**config.mk**
```make
export PLATFORM = sky130hd
export DESIGN_NAME = ro_sched_mux
export DESIGN_NICKNAME = d
export VERILOG_FILES = /design/src/rtl/ro_sched_mux.sv
export SDC_FILE = /design/constraint.sdc
export NUM_CORES = 1
export LEC_CHECK = 0
export ABC_AREA = 1
export CAP_MARGIN = 0
export CORE_ASPECT_RATIO = 1.75
export CORE_MARGIN = 3
export CORE_UTILIZATION = 30
export DETAILED_ROUTE_END_ITERATION = 6
export PLACE_DENSITY = 0.6
export SLEW_MARGIN = 10
export SYNTH_ARGS = -nofsm -noshare
export SYNTH_HDL_FRONTEND = slang
export SYNTH_SLANG_ARGS = --single-unit
```
**constraint.sdc**
```tcl
create_clock -name clk_master -period 1.5 [get_ports clk_master]
set_input_delay 0.3 -clock clk_master [delete_from_list [all_inputs] [get_ports clk_master]]
set_output_delay 0.3 -clock clk_master [all_outputs]
set_load 0.03 [all_outputs]
```
**src/rtl/ro_sched_mux.sv**
```systemverilog
// ---------------------------------------------------------------------------
// ro_sched_mux
//
// Time-division readout multiplexer. A free-running binary slot counter b
// (exported as Gray code) hands out one service slot per enabled cycle. The
// slot number is the count of trailing ones of b, which is exactly the Gray
// bit that toggles on the next increment. Channel i therefore owns one slot
// every 2^(i+1) enabled cycles; slots >= N_CH are idle.
//
// Each channel keeps a pending flag, the polarity of its latest event and an
// overflow flag (an event arrived while an earlier one was still pending).
// On a serviced slot the channel's registers are reported on the serial
// outputs one cycle later and the pending/overflow flags are cleared.
//
// Optional feature (compile-time macro RO_EDGE_DETECT_EN):
//   defined   : an event is captured only on a 0->1 transition of in_eve[i]
//               relative to a registered copy of in_eve (cleared by reset).
//   undefined : an event is captured on every cycle in which in_eve[i]=1.
//
// Parameters
//   N_CH   : number of readout channels (1..16)
//   CNT_W  : slot counter width, CNT_W >= N_CH
//
// Ports
//   clk_master      in   1       single clock, rising edge
//   reset           in   1       synchronous active-high reset
//   en              in   1       slot counter advance enable
//   in_eve          in   N_CH    per-channel event request
//   in_pol_eve      in   N_CH    per-channel event polarity (sampled with in_eve)
//   gray            out  CNT_W   Gray code of the slot counter
//   out_mux_eve     out  1       event bit of the serviced channel
//   out_mux_pol_eve out  1       polarity of the serviced channel
//   out_valid       out  1       output slot belongs to a channel
//   out_ch          out  CH_W    index of the serviced channel
//   out_ovf         out  1       serviced channel lost one or more events
// ---------------------------------------------------------------------------
module ro_sched_mux #(
    parameter  int N_CH  = 8,
    parameter  int CNT_W = 8,
    localparam int CH_W  = (N_CH > 1) ? $clog2(N_CH) : 1,
    localparam int S_W   = $clog2(CNT_W + 1)
) (
    input  logic              clk_master,
    input  logic              reset,
    input  logic              en,
    input  logic [N_CH-1:0]   in_eve,
    input  logic [N_CH-1:0]   in_pol_eve,
    output logic [CNT_W-1:0]  gray,
    output logic              out_mux_eve,
    output logic              out_mux_pol_eve,
    output logic              out_valid,
    output logic [CH_W-1:0]   out_ch,
    output logic              out_ovf
);

    logic [CNT_W-1:0] b_reg;
    logic [CNT_W-1:0] b_next;

    logic [N_CH-1:0]  pend_reg, pend_next;
    logic [N_CH-1:0]  pol_reg,  pol_next;
    logic [N_CH-1:0]  ovf_reg,  ovf_next;

    logic [N_CH-1:0]  cap;       // event captured this cycle, per channel
    logic [N_CH-1:0]  svc_vec;   // one-hot: channel serviced this cycle
    logic [S_W-1:0]   slot;      // trailing-ones count of b_reg

    logic             eve_out_reg, eve_out_next;
    logic             pol_out_reg, pol_out_next;
    logic             valid_reg,   valid_next;
    logic [CH_W-1:0]  ch_reg,      ch_next;
    logic             ovf_out_reg, ovf_out_next;

    // -----------------------------------------------------------------------
    // Event capture
    // -----------------------------------------------------------------------
`ifdef RO_EDGE_DETECT_EN
    logic [N_CH-1:0] eve_prev_reg;

    always_ff @(posedge clk_master) begin
        if (reset) begin
            eve_prev_reg <= '0;
        end else begin
            eve_prev_reg <= in_eve;
        end
    end

    // A level held high through reset release is seen as a fresh rising
    // edge because the history register comes out of reset at 0.
    assign cap = in_eve & ~eve_prev_reg;
`else
    assign cap = in_eve;
`endif

    // -----------------------------------------------------------------------
    // Slot counter and slot decode
    // -----------------------------------------------------------------------
    assign b_next = en ? (b_reg + CNT_W'(1)) : b_reg;
    assign gray   = b_reg ^ (b_reg >> 1);

    // Lowest zero bit of b_reg; all-ones gives CNT_W (an idle slot).
    always_comb begin
        slot = S_W'(CNT_W);
        for (int i = CNT_W - 1; i >= 0; i--) begin
            if (!b_reg[i]) begin
                slot = S_W'(i);
            end
        end
    end

    // -----------------------------------------------------------------------
    // Per-channel state update
    // -----------------------------------------------------------------------
    generate
        for (genvar gi = 0; gi < N_CH; gi++) begin : g_ch
            assign svc_vec[gi] = en && (slot == S_W'(gi));

            // A capture always (re)arms pending. If the channel is being
            // serviced in the same cycle the old event is reported and the
            // new one is simply kept, so no overflow is recorded.
            assign pend_next[gi] = cap[gi] | (pend_reg[gi] & ~svc_vec[gi]);
            assign pol_next[gi]  = cap[gi] ? in_pol_eve[gi] : pol_reg[gi];
            assign ovf_next[gi]  = svc_vec[gi] ? 1'b0
                                 : (ovf_reg[gi] | (cap[gi] & pend_reg[gi]));
        end
    endgenerate

    // -----------------------------------------------------------------------
    // Output selection (registered, reported one cycle after the slot)
    // -----------------------------------------------------------------------
    always_comb begin
        valid_next   = |svc_vec;
        eve_out_next = |(pend_reg & svc_vec);
        pol_out_next = |(pol_reg  & svc_vec);
        ovf_out_next = |(ovf_reg  & svc_vec);
        ch_next      = '0;
        for (int i = 0; i < N_CH; i++) begin
            if (svc_vec[i]) begin
                ch_next = CH_W'(i);
            end
        end
    end

    always_ff @(posedge clk_master) begin
        if (reset) begin
            b_reg       <= '0;
            pend_reg    <= '0;
            pol_reg     <= '0;
            ovf_reg     <= '0;
            eve_out_reg <= 1'b0;
            pol_out_reg <= 1'b0;
            valid_reg   <= 1'b0;
            ch_reg      <= '0;
            ovf_out_reg <= 1'b0;
        end else begin
            b_reg       <= b_next;
            pend_reg    <= pend_next;
            pol_reg     <= pol_next;
            ovf_reg     <= ovf_next;
            eve_out_reg <= eve_out_next;
            pol_out_reg <= pol_out_next;
            valid_reg   <= valid_next;
            ch_reg      <= ch_next;
            ovf_out_reg <= ovf_out_next;
        end
    end

    assign out_mux_eve     = eve_out_reg;
    assign out_mux_pol_eve = pol_out_reg;
    assign out_valid       = valid_reg;
    assign out_ch          = ch_reg;
    assign out_ovf         = ovf_out_reg;

endmodule

```
* Word level (Yosys, flattened, before mapping)
Cells that the tools add are included. W data, S select, Z words.
Operators by class: bitwise operators 44, shift-type cells 0, $add $sub $neg 1, multiply operators 0, order comparisons 0, mux-type cells 15, equal/unequal tests 7, reduce and logical (&&, ||, !) cells 21, divide/modulo/power cells 0
Operators with widths (count):
- $mux W4 | 8
- $reduce_or A8 Y1 | 4
- $and A8 B8 Y8 | 3
- $mux W3 | 6
- $and A1 B1 Y1 | 16
- $eq A4 B3 Y1 const B | 4
- $or A1 B1 Y1 | 16
- $reduce_or A2 Y1 | 8
- $add A8 B1 Y8 const B | 1
- $eq A4 B2 Y1 const B | 2
- $logic_and A1 B1 Y1 | 8
- $not A1 Y1 | 8
- $xor A8 B7 Y8 | 1
- $eq A4 B1 Y1 const B | 1
- $logic_not A4 Y1 | 1
- $mux W1 | 1
Word-level totals: bits in read-only memories 0, memories kept 0, output and inout port bits 15, flip-flop bits (word level) 39, latch bits 0, bits in writable memories 0

* Longest topological paths before layout
Gate-level depths: netlist of the first run.
word-level depth 17, depth in mapped cells 14, mapped depth without buffers 14

* Worst setup path after synthesis of the first run
OpenSTA, ideal clock, no wires.
path type reg-to-reg, start register b_reg[7], end register eve_out_reg, in the netlist out_mux_eve, data arrival time 1361 ps, slack 12 ps, stages on the path, launching flop included 15, cells stage by stage dfxtp_1 > inv_1 > ha_1 > inv_1 > nand2_1 > nand2_1 > nand2_1 > nand2_4 > nand2_1 > nand2_1 > nor2_1 > nand3_1 > nand2_1 > nor2_1 > nor2_1
On the way: cells in the longest elaborated chain, start to end 12, elaborated cells between the ends (all ways) 26, those cells by class eq/ne: 7; mux: 8; bitwise: 1; reduce/logical: 10
Ends and longest elaborated chain:
- from (decl) | RTL line 56 | logic [CNT_W-1:0] b_reg;
- from (signal assigned) | RTL line 155 | b_reg <= b_next;
- $mux W4 (*) (8 in series) | RTL line 104 | if (!b_reg[i]) begin
- $eq A4 B1 Y1, or another cell as far along | RTL line 115 | assign svc_vec[gi] = en && (slot == S_W'(gi));
- $logic_and A1 B1 Y1 | RTL line 115
- $and A8 B8 Y8 (*) | RTL line 132 | eve_out_next = |(pend_reg & svc_vec);
- $reduce_or A8 Y1 (*) | RTL line 132
- to (signal assigned) | RTL line 159 | eve_out_reg <= eve_out_next;
- to (decl) | RTL line 67 | logic eve_out_reg, eve_out_next;
Every way passes the cells marked *; elsewhere a longest branch is shown, timed or not. A chain may end at the register's enable or synchronous reset.

* Final worst setup path of the first run
start register b_reg[7], end register pol_out_reg, in the netlist out_mux_pol_eve
On the way: cells in the longest elaborated chain, start to end 12, elaborated cells between the ends (all ways) 26, those cells by class eq/ne: 7; mux: 8; bitwise: 1; reduce/logical: 10
Ends and longest elaborated chain:
- $mux W4 (*) (8 in series) | RTL line 104
- $eq A4 B1 Y1, or another cell as far along | RTL line 115
- $logic_and A1 B1 Y1 | RTL line 115
- $and A8 B8 Y8 (*) | RTL line 133 | pol_out_next = |(pol_reg & svc_vec);
- $reduce_or A8 Y1 (*) | RTL line 133
- to (signal assigned) | RTL line 160 | pol_out_reg <= pol_out_next;
- to (decl) | RTL line 68 | logic pol_out_reg, pol_out_next;
Marked as above.

==> results.cfg, run 1 <==
[sta]
rsz0062_at_grt = yes
setup_tns_ps = -603
hold_viol_final = 0
slew_headroom = 0.795
finalMaxSlewViolations = 0
finalSetupViolations = 12
tightest_slew_ps = 308
worst_slack_ps = -104
finalCriticalPeriod_ps = 1600
fin_crit_sh = 1.07
clock.fmax_mhz = 623
fin_worst_skew_ps = 7.98

[grt]
grt_pass1_wl_um = 8080
overflow = 0
track_usage = 0.148
antenna_found_initial = 0
grt_start_max_net_pins = 17
grt_pass1_vias = 1857

[floorplan]
die_y_um = 109
die_x_um = 65.1
ios = 34
initial_core_util = 0.310
rows = 37
core_region_area_mm2 = 0.00593
die_area_mm2 = 0.00713

[route]
vias_per_cell = 4.71
wl_um = 5050
ant_nets = 0
drc = 0
first_pass_iters = 4
first_iter_violations = 48
post_drt_wl_per_cell_um = 13.0
num_vias = 1822

[cts]
cts_root_buffer = clkbuf_8
htree_levels = 2
clk_pin_slew_ps = 80
cts_tree = done
cts_buffer_depth = 2
cts_made_buffers = 5
numClockSinks = 39
postCtsHoldBufs = 0
clock_latency_ps = 290

[synth]
postSynthAreaPerCell_um2 = 7.62
syn_nets = 268
synth-edff-count = 0
syn_area_mm2 = 0.00184
yosysWarnings = 0
synthCells = 241
ys.flop_type = dfxtp_1
synth.distinct_cells = 28
async_flop_share = 0
ys_ff_latch = 39
ys_seq_area_frac = 0.425

[critical_path]
worstReg2RegStart = b_reg[7]$_SDFFE_PP0P_
crit_path_max_incr_delay_ps = 370
r2r-end = out_mux_pol_eve$_SDFF_PP0_
cp-start-kind = register
cp-end-kind = register
cp_cell_sequence = inv_4 -> ha_4 -> inv_2 -> nand2_1 -> nand2_1 -> nand2_2 -> nand2_4 -> buf_12 -> buf_12 -> nor2_4 -> nand3_2 -> nand4_1 -> nor2_2 -> nor2_1
crit_slowest_cell = dfxtp_4
crit_fanout = 5
crit_type = reg2reg
arrival_ps = 1840
rr_worst_depth = 14
worstPathRequired_ps = 1730
r2r_setup_slack_ps = -100

[power_and_ir_drop]
power.density_mw_per_mm2 = 857
vdd_drop_max_mv = 0.377
power.leakage_nw = 1.32

[cells_and_area]
drive_above_1_share = 0.298
final_common_cell = nor2_1
diodes = 0
syn2layout_area_growth_pct = 51.8
fill_cells = 630
fin_nets = 335
final_cell_mix = nor2_1 (37), dfxtp_1 (33), nand2_1 (28)

[run_status]
status = finished with violations
violations = negative setup slack

[hold_path]
min_path_cells = 2
worstHoldEndpoint = pend_reg[3]$_SDFF_PP0_
min_from = pend_reg[3]$_SDFF_PP0_
holdCritPathClass = reg2reg

[placement]
gp_congestion = 0.843
dp_slack_ps = -258
hpwl_um = 3660
io_buffers = 33

[flow_run]
drv_cap = 0
==> per-layer routing <==
metal  routed length (um)  part of all wire  up-vias  global-route usage
met5                    0                 0        -                   0
met4                  168             0.033        0              0.0861
met3                  157             0.031       13              0.0215
met2                 2920              0.58       37               0.291
met1                 1810              0.36      849               0.140
li1                     -                 -      923                   -
==> power by group <==
| group | switching, mW | total, mW | internal [mW] |
|---|---|---|---|
| Combinational | 0.181 | 0.349 | 0.168 |
| Clock | 0.374 | 0.912 | 0.538 |
| Sequential | 0.0381 | 1.13 | 1.09 |
==> kinds of logic (layout without fill, tap and decap cells) <==
| family | count (synthesis) | in the layout | synth area share |
|---|---|---|---|
| and+or+nand+nor | 118 | 120 | 0.316 |
| DFF | 39 | 39 | 0.425 |
| buffers and inverters | 37 | 103 | 0.0866 |
| AOI/OAI and AO/OA | 36 | 36 | 0.103 |
| adders and majority gates | 8 | 8 | 0.0545 |
| xor gates and xnor gates | 3 | 3 | 0.0143 |
==> worst max-delay path: cells and delay by family (launching register included) <==
kind / cells / cell delay, ps
adders and majority gates: 1 / 110
DFF: 1 / 370
buffers and inverters: 4 / 350
and+or+nand+nor: 9 / 710
==> stage by stage <==
stage | instances | hold slack [ps] | cell area [um^2] | utilization | power (mW)
final | 387 | 486 | 2790 | 0.470 | 2.39
after global routing | 387 | 512 | 2790 | 0.470 | 2.50
after CTS | 383 | 489 | 2660 | 0.450 | 2.39
after detailed placement | 371 | 471 | 2420 | 0.409 | 1.46
after global placement | 371 | 468 | 2420 | 0.409 | 1.46
after floorplan | 241 | 435 | 1840 | - | 1.30
==> Yosys cell counts, types with 2 or more instances <==
| cell type | count | area [um^2] |
|---|---|---|
| dfxtp_1 | 39 | 781 |
| nor2_1 | 39 | 146 |
| nand2_1 | 33 | 124 |
| inv_1 | 26 | 97.6 |
| a21oi_1 | 19 | 95.1 |
| nand3_1 | 17 | 85.1 |
| o21ai_0 | 14 | 70.1 |
| nand4_1 | 12 | 75.1 |
| ha_1 | 8 | 100 |
| clkbuf_1 | 4 | 15.0 |
| nand3b_1 | 4 | 30.0 |
| nand2_2 | 3 | 18.8 |
| nand2_4 | 3 | 33.8 |
| nor3_1 | 3 | 15.0 |
| clkinv_1 | 2 | 7.51 |
| nor2_8 | 2 | 40.0 |
| xor2_1 | 2 | 17.5 |
==> worst max path at each step <==
stage | endpoint | cells after the start | from | slack (ps)
detailed placement | out_mux_pol_eve$_SDFF_PP0_ | 9 | en | -260
CTS | out_ovf$_SDFF_PP0_ | 15 | b_reg[7]$_SDFFE_PP0P_ | -70
floorplan | out_mux_eve$_SDFF_PP0_ | 14 | b_reg[7]$_SDFFE_PP0P_ | 10
finish | out_mux_pol_eve$_SDFF_PP0_ | 14 | b_reg[7]$_SDFFE_PP0P_ | -100
global placement | out_ovf$_SDFF_PP0_ | 9 | en | -200
global route | out_mux_pol_eve$_SDFF_PP0_ | 14 | b_reg[7]$_SDFFE_PP0P_ | -220
==> layout make-up <==
cell class	instances	area [um^2]	share of cell area
clock inverters	2	35.0	0.0126
well taps	78	97.6	0.0350
multi-input cells	167	1040	0.374
clock buffers	6	82.6	0.0296
repair buffers	64	607	0.218
inverters	31	129	0.0463
flip-flops and latches	39	793	0.285
==> what timing repair did <==
| item | in CTS | in global routing |
|---|---|---|
| buffers inserted | 3 | 3 |
| pin swaps | 9 | 12 |
| endpoints found under the setup margin | 27 | 22 |
| cloned | 1 | 1 |
| gates resized for setup | 35 | 20 |
Power figures use the tool's default switching activity.
==> run 2, diff against run 1 <==
--- a/config.mk
+++ b/config.mk
@@ -10,8 +10,9 @@
 export CORE_ASPECT_RATIO = 1.75
 export CORE_MARGIN = 3
 export CORE_UTILIZATION = 30
+export CTS_CLUSTER_SIZE = 30
 export DETAILED_ROUTE_END_ITERATION = 6
-export PLACE_DENSITY = 0.6
+export PLACE_DENSITY = 0.58
 export SLEW_MARGIN = 10
 export SYNTH_ARGS = -nofsm -noshare
 export SYNTH_HDL_FRONTEND = slang
==> constraint.sdc (replaced) <==
create_clock -name clk_master -period 2 [get_ports clk_master]
set_input_delay 0.4 -clock clk_master [delete_from_list [all_inputs] [get_ports clk_master]]
set_output_delay 0.4 -clock clk_master [all_outputs]
set_load 0.03 [all_outputs]
==> run 2 against run 1 <==
  * The flow now finishes without violations
  * Worst hold slack worse by 3.6 ps
  * First-iteration DRC count up 17%
  * Global-route usage down 1.8 points
  * Count of clock-buffer cells in the layout unchanged
  * Largest cell class unchanged
  * Cell count down 7.8%
  * Combinational power down 42%
  * Clock power down 42%
  * Core utilization down 7.5 points
==> results.cfg, run 2 (synthesized netlist as in run 1, its figures left out) <==
[run_status]
status = finished, final reports clean

[flow_run]
drv_cap = 0

[critical_path]
worstReg2RegStart = b_reg[7]$_SDFFE_PP0P_
cp_cell_sequence = inv_1 -> ha_1 -> inv_1 -> dlygate4sd2_1
crit_path_max_incr_delay_ps = 380
arrival_ps = 1450
crit_family = buffers and inverters
worstPathRequired_ps = 1600
path_depth = 4
r2r_setup_slack_ps = 290
crit_slowest_cell = dlygate4sd2_1
crit_top_cell = inv_1
crit_type = reg2out
cp-end-kind = output port
cp_num_buf_inv = 3
r2r-end = out_mux_eve$_SDFF_PP0_
rr_worst_depth = 14
crit_fanout = 3
cp-start-kind = register

[placement]
gp_congestion = 0.855
place_area_mm2 = 0.00226
hpwl_um = 3350
dp_slack_ps = 167
dpl.cell_count = 350
io_buffers = 33

[cells_and_area]
diodes = 0
final_area_mm2 = 0.00234
fin_nets = 306
syn2layout_area_growth_pct = 27.5
post-route-util = 0.395
drive_above_1_share = 0.0896
fin_cells = 357
final_common_cell = dfxtp_1
final_cell_mix = dfxtp_1 (39), nor2_1 (38), nand2_1 (33)

[sta]
tightest_slew_ps = 588
slew_headroom = 0.608
finalSetupViolations = 0
finalCriticalPeriod_ps = 1850
hold_viol_final = 0
fin_worst_skew_ps = 6.61
clock.fmax_mhz = 541
worst_slack_ps = 150
setup_tns_ps = 0
finalMaxSlewViolations = 0
fin_hold_ws_ps = 482
rsz0062_at_grt = no
fin_crit_sh = 0.925

[cts]
clock_latency_ps = 290
numClockSinks = 39
cts_buffer_depth = 2
postCtsHoldBufs = 0
post_cts.repair.setup_buffers = 0
cts_made_buffers = 5
clk_pin_slew_ps = 70
cts_root_buffer = clkbuf_8
htree_levels = 2
cts_tree = done

[floorplan]
initial_core_util = 0.310
rows = 37
die_area_mm2 = 0.00713
ios = 34
core_region_area_mm2 = 0.00593
die_x_um = 65.1
die_y_um = 109

[route]
ant_nets = 0
first_iter_violations = 56
num_vias = 1654
wl_um = 4300
first_pass_iters = 4
post_drt_wl_per_cell_um = 12.0
drc = 0
vias_per_cell = 4.63

[hold_path]
min_from = pend_reg[7]$_SDFF_PP0_
min_path_cells = 2
worstHoldEndpoint = pend_reg[7]$_SDFF_PP0_
holdCritPathClass = reg2reg

[grt]
track_usage = 0.130
grt_pass1_vias = 1621
grt_start_max_net_pins = 21
antenna_found_initial = 0
grt_pass1_wl_um = 7070
overflow = 0

[power_and_ir_drop]
power_mw = 1.58
power.density_mw_per_mm2 = 675
vdd_drop_max_mv = 0.207
power.leakage_nw = 1.11
-- run 2: cell count changes in the layout (fill, tap and decap cells not counted), sizes merged --
cell | before | now
buf | 38 | 4
bufinv | 1 | 0
clkdlybuf4s50 | 18 | 26
clkinv | 4 | 5
dlygate4sd2 | 8 | 7
inv | 28 | 27
nor2 | 43 | 41
-- run 2: per-layer routing --
layer	GRT usage	wire length, um	vias up
li1	-	-	863
met1	0.121	1640	749
met2	0.258	2380	31
met3	0.0215	137	11
met4	0.0727	146	0
met5	0	0	-
-- run 2: power breakdown --
part	switching [mW]	total, mW	internal [mW]
sequential	0.0291	0.848	0.818
combinational	0.112	0.202	0.0907
clock	0.259	0.530	0.270
-- run 2: repair_timing --
action                                  4_1_cts  5_1_grt
endpoints found under the hold margin         0        0
endpoints found under the setup margin        7        1
resized for setup                             7        1
pin swaps                                     0        0
-- run 2: tightest hold or removal path: stages (launching register included) --
cell	delay, ps
dfxtp_1	320
nand2_1	70
a21oi_1	50
-- run 2: final cells by class --
type	instances	area [um^2]
Sequential cell	39	781
Inverter	31	125
Clock buffer	6	82.6
Multi-Input combinational cell	165	898
Timing Repair Buffer	37	352
Fill cell	674	3580
Tap cell	78	97.6
Clock inverter	1	5.00
-- run 2: worst max-delay path by stage --
stage                          start                endpoint  slack (ps)
3_5_place_dp                      en      out_ovf$_SDFF_PP0_         170
6_report       b_reg[7]$_SDFFE_PP0P_                 gray[6]         150
4_1_cts        b_reg[7]$_SDFFE_PP0P_                 gray[6]         130
5_1_grt        b_reg[7]$_SDFFE_PP0P_  out_mux_eve$_SDFF_PP0_          60
3_3_place_gp                      en  out_mux_eve$_SDFF_PP0_         190
2_1_floorplan  b_reg[7]$_SDFFE_PP0P_  out_mux_eve$_SDFF_PP0_         510
==> run 3, diff against run 2 <==
--- a/config.mk
+++ b/config.mk
@@ -9,10 +9,10 @@
 export CAP_MARGIN = 0
 export CORE_ASPECT_RATIO = 1.75
 export CORE_MARGIN = 3
-export CORE_UTILIZATION = 30
+export CORE_UTILIZATION = 55
 export CTS_CLUSTER_SIZE = 30
 export DETAILED_ROUTE_END_ITERATION = 6
-export PLACE_DENSITY = 0.58
+export PLACE_DENSITY = 0.9
 export SLEW_MARGIN = 10
 export SYNTH_ARGS = -nofsm -noshare
 export SYNTH_HDL_FRONTEND = slang
==> run 3 against run 2 <==
  * Count of clock-buffer cells in the layout up 2
  * Sequential cell count unchanged
  * Combinational power up 2%
  * Die area fell by 43%
  * Wire length is 0.37% higher
  * Total power grew 2.9%
  * Highest routed layer unchanged
  * First-iteration DRC count fell by 18%
  * Maximum frequency fell by 2.0%
  * Critical endpoint unchanged
  * Core utilization is 33 points higher
  * Worst setup slack worse by 37 ps
==> results.cfg, run 3 (synthesized netlist as in run 1, its figures left out) <==
[grt]
overflow = 0
track_usage = 0.240
antenna_found_initial = 0
grt_pass1_wl_um = 7350
grt_pass1_vias = 1703
grt_start_max_net_pins = 19

[route]
post_drt_wl_per_cell_um = 13.3
ant_nets = 0
num_vias = 1711
first_iter_violations = 46
vias_per_cell = 5.28
drc = 0
wl_um = 4320
first_pass_iters = 4

[critical_path]
cp-end-kind = output port
crit_path_max_incr_delay_ps = 400
crit_fanout = 3
crit_top_cell = inv_1
arrival_ps = 1490
cp_cell_sequence = inv_1 -> ha_1 -> inv_1 -> dlygate4sd2_1
worstPathRequired_ps = 1600
cp-start-kind = register
crit_type = reg2out
crit_family = buffers and inverters
crit_slowest_cell = dlygate4sd2_1
cp_num_buf_inv = 3

[cts]
post_cts.repair.setup_buffers = 0
clock_latency_ps = 290
cts_buffer_depth = 2
cts_tree = done
cts_made_buffers = 5
postCtsHoldBufs = 0
clk_pin_slew_ps = 70
numClockSinks = 39
cts_root_buffer = clkbuf_8
htree_levels = 2

[cells_and_area]
diodes = 0
drive_above_1_share = 0.0890
fin_nets = 307
syn2layout_area_growth_pct = 26.1
final_cell_mix = nor2_1 (39), dfxtp_1 (39), nand2_1 (33)
post-route-util = 0.729

[placement]
gp_congestion = 0.851
io_buffers = 33
hpwl_um = 3290
dp_slack_ps = 62.6

[sta]
clock.fmax_mhz = 530
rsz0062_at_grt = no
hold_viol_final = 0
fin_crit_sh = 0.944
worst_slack_ps = 113
finalSetupViolations = 0
slew_headroom = 0.786
finalMaxSlewViolations = 0
tightest_slew_ps = 320
fin_worst_skew_ps = 3.71
finalCriticalPeriod_ps = 1890
setup_tns_ps = 0

[power_and_ir_drop]
power_mw = 1.63
power.density_mw_per_mm2 = 702
power.leakage_nw = 1.12
vdd_drop_max_mv = 0.821

[floorplan]
initial_core_util = 0.578
die_y_um = 82.4
die_area_mm2 = 0.00409
die_x_um = 49.7
rows = 27
core_region_area_mm2 = 0.00318
ios = 34

[run_status]
status = finished, final reports clean

[flow_run]
drv_cap = 0

[hold_path]
holdCritPathClass = reg2reg
-- run 3: final timing paths --
check / start / slack [ps] / to / cells past startpoint
hold / removal: pend_reg[3]$_SDFF_PP0_ / 490 / pend_reg[3]$_SDFF_PP0_ / 2
hold reg to reg: pend_reg[3]$_SDFF_PP0_ / 490 / pend_reg[3]$_SDFF_PP0_ / 2
setup / recovery: b_reg[7]$_SDFFE_PP0P_ / 110 / gray[6] / 4
setup reg to reg: b_reg[7]$_SDFFE_PP0P_ / 220 / out_mux_pol_eve$_SDFF_PP0_ / 13
-- run 3: per-stage QoR --
stage | instance area, um^2 | instances | hold WS [ps]
2_1_floorplan | 1840 | 241 | 452
3_3_place_gp | 2220 | 316 | 467
3_5_place_dp | 2220 | 316 | 473
4_1_cts | 2310 | 324 | 486
5_1_grt | 2310 | 324 | 511
6_report | 2310 | 324 | 491
-- run 3: repair_timing --
item | in CTS | in global routing
endpoints found under the hold margin | 0 | 0
endpoints found under the setup margin | 7 | 0
resized for setup | 7 | 0
-- run 3: where the power goes --
part	total (mW)	switching, mW	internal [mW]
clock network	0.570	0.255	0.314
logic	0.206	0.115	0.0918
registers	0.849	0.0304	0.819
total	1.63	0.400	1.22
-- run 3: layer usage --
| layer | up-vias | wire (um) | GRT usage |
|---|---|---|---|
| li1 | 868 | - | - |
| met1 | 797 | 1640 | 0.239 |
| met2 | 38 | 2450 | 0.458 |
| met3 | 8 | 128 | 0.0485 |
| met4 | 0 | 97 | 0.127 |
| met5 | - | 0 | 0 |
-- run 3: layout make-up --
cell class,count,area [um^2]
flip-flops and latches,39,781
well taps,43,53.8
multi-input cells,165,896
fillers,280,861
repair buffers,38,359
clock buffers,8,100
inverters,31,125
-- run 3: worst register-to-register path, cell delays in order, from the launching register on --
cell	delay, ps
dfxtp_1	360
inv_1	80
ha_1	200
inv_1	50
nand2_1	50
nand2_1	60
nand2_1	80
nand2_4	150
inv_1	60
nor2_1	250
nand3_1	110
nand4_1	120
nor2_1	60
nor2_1	90
